**src/rtl/gamepad_pkg.sv**
```systemverilog
// gamepad_pkg
// Shared definitions for the serial gamepad poller:
//   - state_t       : poller FSM state encoding (also exposed on dbg_state)
//   - BTN_*         : snapshot bit positions of the SNES buttons
//   - STAT_*        : field positions inside the status word
//   - ADDR_*        : CPU read-address map
package gamepad_pkg;

  typedef enum logic [2:0] {
    ST_IDLE   = 3'd0,
    ST_LATCH  = 3'd1,
    ST_HIGH   = 3'd2,
    ST_LOW    = 3'd3,
    ST_COMMIT = 3'd4
  } state_t;

  // Snapshot bit positions (first-sampled bit is bit 0)
  localparam int BTN_B      = 0;
  localparam int BTN_Y      = 1;
  localparam int BTN_SELECT = 2;
  localparam int BTN_START  = 3;
  localparam int BTN_UP     = 4;
  localparam int BTN_DOWN   = 5;
  localparam int BTN_LEFT   = 6;
  localparam int BTN_RIGHT  = 7;
  localparam int BTN_A      = 8;
  localparam int BTN_X      = 9;
  localparam int BTN_L      = 10;
  localparam int BTN_R      = 11;

  // Status word: {7'b0, busy, poll_count[7:0]}
  localparam int STAT_COUNT_LSB = 0;
  localparam int STAT_COUNT_W   = 8;
  localparam int STAT_BUSY_BIT  = 8;

  // CPU read-address map
  localparam logic [1:0] ADDR_PAD1   = 2'd0;
  localparam logic [1:0] ADDR_PAD2   = 2'd1;
  localparam logic [1:0] ADDR_STATUS = 2'd2;

endpackage

```
**src/rtl/gamepad_pad_shift_channel.sv**
```systemverilog
// pad_shift_channel
// One pad's capture path: inverting sampler, NUM_BITS shift register written
// at bit index idx, and the 16-bit snapshot loaded on commit.
// Ports:
//   clk, reset   : clock, synchronous active-high reset
//   sample       : capture ~data_n into shift bit idx this cycle
//   idx          : bit index being captured
//   commit       : copy shift register into snapshot (zero-extended)
//   data_n       : serial pad data, active-low
//   snapshot     : committed button state, 1 = pressed
module pad_shift_channel #(
  parameter int NUM_BITS = 16,
  parameter int IDX_W    = 4
) (
  input  logic             clk,
  input  logic             reset,
  input  logic             sample,
  input  logic [IDX_W-1:0] idx,
  input  logic             commit,
  input  logic             data_n,
  output logic [15:0]      snapshot
);
  import gamepad_pkg::*;

  logic [NUM_BITS-1:0] r_shift;
  logic [15:0]         r_snap;

  always_ff @(posedge clk) begin
    if (reset) begin
      r_shift <= '0;
      r_snap  <= '0;
    end else begin
      if (sample) begin
        r_shift[idx] <= ~data_n;
      end
      // Bits at NUM_BITS and above are zero-filled by the cast.
      if (commit) begin
        r_snap <= 16'(r_shift);
      end
    end
  end

  assign snapshot = r_snap;

endmodule

```
**src/rtl/gamepad_poller.sv**
```systemverilog
// gamepad_poller
// Autonomous SNES-style two-pad poller. On start it drives the shared
// latch/clock lines, captures NUM_BITS bits per pad and commits them into
// CPU-readable snapshots.
// Ports:
//   clk, reset              : clock, synchronous active-high reset
//   start                   : single-cycle poll request (ignored while busy)
//   pad_data_in[1:0]        : serial data pad2/pad1, active-low
//   pad_latch, pad_clk      : pad control lines (pad_clk idles high)
//   read_en, read_address   : CPU read request (0 pad1, 1 pad2, 2 status, 3 zero)
//   read_data, read_ready   : registered read result, one cycle after read_en
//   busy                    : poll in progress
//   done                    : one-cycle pulse in the commit cycle
//   dbg_state               : current FSM state
// Handshake: a read is a single-cycle read_en strobe; read_ready pulses exactly
// one cycle later with read_data valid. There is no backpressure and a new read
// may be issued every cycle.
module gamepad_poller #(
  parameter int CLK_DIV      = 6,
  parameter int LATCH_CYCLES = 12,
  parameter int NUM_BITS     = 16
) (
  input  logic        clk,
  input  logic        reset,
  input  logic        start,
  input  logic [1:0]  pad_data_in,
  output logic        pad_latch,
  output logic        pad_clk,
  input  logic        read_en,
  input  logic [1:0]  read_address,
  output logic [15:0] read_data,
  output logic        read_ready,
  output logic        busy,
  output logic        done,
  output logic [2:0]  dbg_state
);
  import gamepad_pkg::*;

  localparam int CNT_MAX = (LATCH_CYCLES > CLK_DIV) ? LATCH_CYCLES : CLK_DIV;
  localparam int CNT_W   = (CNT_MAX > 1) ? $clog2(CNT_MAX) : 1;
  localparam int IDX_W   = $clog2(NUM_BITS);

  state_t             r_state;
  state_t             w_state_next;
  logic [CNT_W-1:0]   r_cnt;
  logic [IDX_W-1:0]   r_idx;
  logic [7:0]         r_poll_count;
  logic [15:0]        r_read_data;
  logic               r_read_ready;

  logic               w_sample;
  logic               w_commit;
  logic               w_clk_last;
  logic [15:0]        w_snap1;
  logic [15:0]        w_snap2;
  logic [15:0]        w_status;
  logic [15:0]        w_read_mux;

  assign w_clk_last = (r_cnt == CNT_W'(CLK_DIV - 1));

  // Next state and Moore outputs
  always_comb begin
    w_state_next = r_state;
    pad_latch    = 1'b0;
    pad_clk      = 1'b1;
    busy         = 1'b1;
    done         = 1'b0;
    w_sample     = 1'b0;
    w_commit     = 1'b0;
    unique case (r_state)
      ST_IDLE: begin
        busy = 1'b0;
        if (start) w_state_next = ST_LATCH;
      end
      ST_LATCH: begin
        pad_latch = 1'b1;
        if (r_cnt == CNT_W'(LATCH_CYCLES - 1)) w_state_next = ST_HIGH;
      end
      ST_HIGH: begin
        // Sample at the end of the high phase, well after the pad has
        // settled from the previous rising edge.
        if (w_clk_last) begin
          w_sample     = 1'b1;
          w_state_next = (r_idx == IDX_W'(NUM_BITS - 1)) ? ST_COMMIT : ST_LOW;
        end
      end
      ST_LOW: begin
        pad_clk = 1'b0;
        if (w_clk_last) w_state_next = ST_HIGH;
      end
      ST_COMMIT: begin
        done         = 1'b1;
        w_commit     = 1'b1;
        w_state_next = ST_IDLE;
      end
      default: w_state_next = ST_IDLE;
    endcase
  end

  always_ff @(posedge clk) begin
    if (reset) begin
      r_state      <= ST_IDLE;
      r_cnt        <= '0;
      r_idx        <= '0;
      r_poll_count <= '0;
    end else begin
      r_state <= w_state_next;
      // Phase counter restarts on every state change and stays cleared in IDLE.
      if (r_state == ST_IDLE || w_state_next != r_state) begin
        r_cnt <= '0;
      end else begin
        r_cnt <= r_cnt + CNT_W'(1);
      end
      if (r_state == ST_IDLE) begin
        r_idx <= '0;
      end else if (r_state == ST_LOW && w_clk_last) begin
        r_idx <= r_idx + IDX_W'(1);
      end
      if (w_commit) begin
        r_poll_count <= r_poll_count + 8'd1;
      end
    end
  end

  pad_shift_channel #(.NUM_BITS(NUM_BITS), .IDX_W(IDX_W)) u_pad1 (
    .clk      (clk),
    .reset    (reset),
    .sample   (w_sample),
    .idx      (r_idx),
    .commit   (w_commit),
    .data_n   (pad_data_in[0]),
    .snapshot (w_snap1)
  );

  pad_shift_channel #(.NUM_BITS(NUM_BITS), .IDX_W(IDX_W)) u_pad2 (
    .clk      (clk),
    .reset    (reset),
    .sample   (w_sample),
    .idx      (r_idx),
    .commit   (w_commit),
    .data_n   (pad_data_in[1]),
    .snapshot (w_snap2)
  );

  always_comb begin
    w_status = '0;
    w_status[STAT_COUNT_LSB +: STAT_COUNT_W] = r_poll_count;
    w_status[STAT_BUSY_BIT]                  = busy;
  end

  always_comb begin
    w_read_mux = '0;
    case (read_address)
      ADDR_PAD1:   w_read_mux = w_snap1;
      ADDR_PAD2:   w_read_mux = w_snap2;
      ADDR_STATUS: w_read_mux = w_status;
      default:     w_read_mux = '0;
    endcase
  end

  // Snapshots update on the same edge as this register, so a read issued in
  // the COMMIT cycle returns the pre-commit value.
  always_ff @(posedge clk) begin
    if (reset) begin
      r_read_data  <= '0;
      r_read_ready <= 1'b0;
    end else begin
      r_read_ready <= read_en;
      if (read_en) r_read_data <= w_read_mux;
    end
  end

  assign read_data  = r_read_data;
  assign read_ready = r_read_ready;
  assign dbg_state  = r_state;

endmodule

```
**config.mk**
```make
export PLATFORM = sky130hd
export DESIGN_NAME = gamepad_poller
export DESIGN_NICKNAME = d
export VERILOG_FILES = /design/src/rtl/gamepad_pkg.sv /design/src/rtl/gamepad_pad_shift_channel.sv /design/src/rtl/gamepad_poller.sv
export SDC_FILE = /design/constraint.sdc
export NUM_CORES = 1
export LEC_CHECK = 0
export ABC_CLOCK_PERIOD_IN_PS = 1800
export CAP_MARGIN = 5
export CORE_MARGIN = 4
export CORE_UTILIZATION = 45
export DETAILED_ROUTE_END_ITERATION = 12
export PLACE_DENSITY = 0.68
export SYNTH_ARGS = -nofsm -noshare
export SYNTH_HDL_FRONTEND = slang
export SYNTH_HIERARCHICAL = 1
export SYNTH_SLANG_ARGS = --single-unit
```
**constraint.sdc**
```tcl
create_clock -name clk -period 1.8 [get_ports clk]
set_input_delay 0.27 -clock clk [delete_from_list [all_inputs] [get_ports clk]]
set_output_delay 0.27 -clock clk [all_outputs]
set_load 0.05 [all_outputs]
```
==> implementation parameters <==
Parameter                              Value

Yosys
  Most frequent cells after synthesis ... sky130_fd_sc_hd__dfxtp_1, sky130_fd_sc_hd__nor2_1, sky130_fd_sc_hd__mux2i_1
  FF+latch count, synth ... 100
  Mapped Area ... 0.004409 sq mm
  Count of flip-flops with a built-in enable after synthesis ... 0
  Ranking of synthesized cells by area ... sky130_fd_sc_hd__dfxtp_1, sky130_fd_sc_hd__mux2i_1, sky130_fd_sc_hd__nor2_1
  Post-synthesis net count ... 484
  Most frequently used flop master after synthesis ... sky130_fd_sc_hd__dfxtp_1
  Count of yosys warnings during synthesis ... 6
  Post-synth top area cell ... sky130_fd_sc_hd__dfxtp_1
  Ys async rst share ... 0%
  Gate count after technology mapping ... 472
  Library cell with the highest instance count after synthesis ... sky130_fd_sc_hd__dfxtp_1
  Post-synthesis sequential area ratio ... 45.40%
  Number of distinct library cells after synthesis ... 50
  Average cell area after synthesis ... 9.342 sq um
  Share of the synthesized area in the top cell type ... 45.40%

Critical path
  Crit path largest cell delay ... 0.46 ns
  Critical path data arrival time ... 2.02 ns
  Kind of end point of the critical path ... flop
  Classification of the worst setup path ... reg -> reg
  Data required time at the worst endpoint ... 2.07 ns
  Critical path, cell by cell ... inv_2 -> ha_4 -> and3b_2 -> buf_6 -> a311o_2 -> a2111oi_4
  Maximum net fanout on the critical path ... 4
  CP startpoint kind ... flop
  Slowest cell on the critical path ... sky130_fd_sc_hd__a311o_2

Route
  WL final ... 10.03 mm
  First-pass iteration count of the detailed router ... 5
  Number of vias in the routed layout ... 3555
  Number of routed nets with antenna violations ... 0
  Average wire per cell in the routed design ... 15.50 microns
  Count of unresolved DRC violations after routing ... 0
  Detailed Route Iter0 Violations ... 167
  Vias/cell ... 5.495

Placed design
  Final weighted congestion in routability-driven placement ... 0.8723
  Post-Place Cells ... 618
  Half-perimeter wire length after detailed placement ... 6.663 mm
  Count of buffers from port buffering ... 31

STA
  Final critical delay including setup and external delays ... 1.756 ns
  Final worst path period share ... 97.55%
  Total Neg Setup Slack ... 0 ns
  Number of max-slew violations in the final report ... 0
  Slew at the pin with the worst max-slew slack ... 0.6008 ns
  Clock skew ... 0.009969 ns
  Final hold violations ... 0
  Final setup violation count ... 0
  Unrepaired setup endpoints after global routing ... yes
  Highest clock rate ... 569.5 MHz
  Worst slew margin relative to its limit ... 59.87%

CTS
  Clock tree from TritonCTS ... yes
  Total clock buffers created by CTS ... 9
  Worst skew pair latency ... 0.36 ns
  Number of buffers on the longest clock path ... 2
  Total number of clock tree sinks ... 100
  Clk Tree Root Cell ... sky130_fd_sc_hd__clkbuf_8
  H-Tree Level Count ... 3
  Worst-path clk slew ... 0.09 ns

Power
  VDD IR-drop max ... 0.3688 mV
  Static leakage power ... 2.076 nW
  Fraction of power consumed by sequential logic ... 55.3%
  Clock group share of total power ... 37.7%
  Net Sw Power ... 0.9411 mW
  Combinational fraction of design power ... 7.0%
  Cell area power density ... 742.9 mW/mm^2
  Cell-internal power ... 3.097 mW
  Net switching fraction of the power ... 23.31%

Floorplan
  Die area ... 0.01145 sq mm
  Height of the die ... 107.0 microns
  IO Pins ... 32
  Initial standard-cell utilization of the core ... 47.05%
  Die width ... 107.0 microns
  Core region area ... 0.009371 sq mm
  Site row count ... 35

Final layout
  Number of fill cells in the layout ... 824
  Final antenna diode count ... 0
  Number of nets in the layout ... 525
  Share of layout cells above drive strength 1 ... 18.92%
  Synth-to-layout area growth ... 23.27%
  Final std cells w/o fill ... 647
  Final core occ ... 58.00%

Global routing
  Vias in the first global route ... 3348
  Total grt overflow ... 0
  Maximum number of pins on one net before global-route repair ... 96
  First-pass GRT wire length ... 16.08 mm
  Initial antenna violation count ... 0
  Total routing resource utilization after global routing ... 17.32%

Run
  Max Cap Violations ... 0

Status
  Run status ... finished clean

Hold path
  Hold Path Class ... in -> reg
[cells by family after synthesis]
kind of cell / Yosys count / share of synthesized area [%]
buffers and inverters: 39 / 4.569
flip-flops: 100 / 45.40
AO/OA/AOI/OAI: 92 / 13.96
AND/OR/NAND/NOR: 183 / 22.53
adder cells (fa/ha/maj): 4 / 1.135
XOR/XNOR: 4 / 0.7947
multiplexers: 50 / 11.61
[critical path: cells and delay by family, from the launching register on]
family	cells	cell delay [ns]
flip-flops	1	0.36
adder cells (fa/ha/maj)	1	0.15
AO/OA/AOI/OAI	2	0.77
AND/OR/NAND/NOR	1	0.22
buffers and inverters	2	0.17
[sequential cells by signal, summed over array words and instances (netlist names)]
| signal | count |
|---|---|
| dbg_state | 3 |
| read_ready | 1 |
| u_pad1/r_shift | 16 |
| u_pad1/snapshot | 16 |
| r_cnt | 4 |
| u_pad2/r_shift | 16 |
| u_pad2/snapshot | 16 |
| r_poll_count | 8 |
| r_idx | 4 |
| read_data | 16 |
[layout make-up]
type | instances | area [sq um] | share of cell area [%]
well taps | 129 | 161.4 | 2.970
clock buffers | 12 | 166.4 | 3.062
clock inverters | 4 | 55.05 | 1.013
multi-input cells | 334 | 2347 | 43.19
inverters | 6 | 26.28 | 0.4834
flip-flops and latches | 100 | 2018 | 37.13
repair buffers | 62 | 660.6 | 12.15
[per-stage QoR]
stage	hold WS (ns)	power (mW)	cell area (sq um)	worst slack (ns)
6_report	0.3505	4.038	5435	0.04412
5_1_grt	0.3561	4.172	5435	-0.03219
4_1_cts	0.3035	4.041	5182	0.002167
3_5_place_dp	0.4775	2.538	4926	-0.0007532
3_3_place_gp	0.4664	2.535	4926	0.04869
2_1_floorplan	0.3781	2.447	4481	-0.1760
[cells in the final DEF (no fill, tap or decap), types with 4 or more instances in the layout]
| master | count |
|---|---|
| sky130_fd_sc_hd__dfxtp_1 | 95 |
| sky130_fd_sc_hd__nor2_1 | 82 |
| sky130_fd_sc_hd__mux2i_1 | 41 |
| sky130_fd_sc_hd__a21oi_1 | 34 |
| sky130_fd_sc_hd__buf_4 | 26 |
| sky130_fd_sc_hd__nor3_1 | 24 |
| sky130_fd_sc_hd__nor2b_1 | 15 |
| sky130_fd_sc_hd__a31oi_1 | 14 |
| sky130_fd_sc_hd__dlymetal6s2s_1 | 12 |
| sky130_fd_sc_hd__nand3_1 | 11 |
| sky130_fd_sc_hd__a211oi_1 | 10 |
| sky130_fd_sc_hd__nand3b_1 | 10 |
| sky130_fd_sc_hd__clkbuf_8 | 10 |
| sky130_fd_sc_hd__mux2_2 | 9 |
| sky130_fd_sc_hd__a2bb2oi_1 | 9 |
| sky130_fd_sc_hd__buf_12 | 8 |
| sky130_fd_sc_hd__clkdlybuf4s50_1 | 7 |
| sky130_fd_sc_hd__and3_1 | 5 |
| sky130_fd_sc_hd__and3b_1 | 5 |
| sky130_fd_sc_hd__o21ai_0 | 5 |
| sky130_fd_sc_hd__a41o_1 | 5 |
| sky130_fd_sc_hd__nor3b_4 | 4 |
| sky130_fd_sc_hd__a2111oi_4 | 4 |
| sky130_fd_sc_hd__o31ai_1 | 4 |
| sky130_fd_sc_hd__or4_1 | 4 |
| sky130_fd_sc_hd__dfxtp_4 | 4 |
| sky130_fd_sc_hd__dlygate4sd2_1 | 4 |
| sky130_fd_sc_hd__buf_6 | 4 |
[worst paths after layout]
check	startpoint	end	slack [ns]	cells past startpoint
setup / recovery	r_cnt[1]	r_cnt[2]	0.04	6
hold / removal	reset	r_cnt[1]	0.35	3
setup reg to reg	r_cnt[1]	r_cnt[2]	0.04	6
hold reg to reg	r_cnt[0]	r_cnt[0]	0.47	1
[metal layers]
layer	vias to the layer above	share of wire, %	track usage [%]
li1	1785	-	-
met1	1696	46	22.80
met2	62	48	28.37
met3	12	4.1	5.178
met4	0	1.4	3.379
met5	-	0	0
[what timing repair did]
| action | 4_1_cts | 5_1_grt |
|---|---|---|
| resized for setup | 8 | 41 |
| hold buffers | 0 | 0 |
| buffers inserted | 4 | 8 |
| pin swaps | 1 | 11 |
| endpoints found under the setup margin | 8 | 27 |
| cloned | 0 | 1 |
[power groups by stage]
stage	Sequential (mW)	Clock, mW	Combinational (mW)
after floorplan	2.33	0	0.119
after global placement	2.29	0	0.249
after detailed placement	2.29	0	0.252
after CTS	2.23	1.55	0.252
after global routing	2.24	1.64	0.300
final	2.23	1.52	0.283
Power figures use the tool's default switching activity.
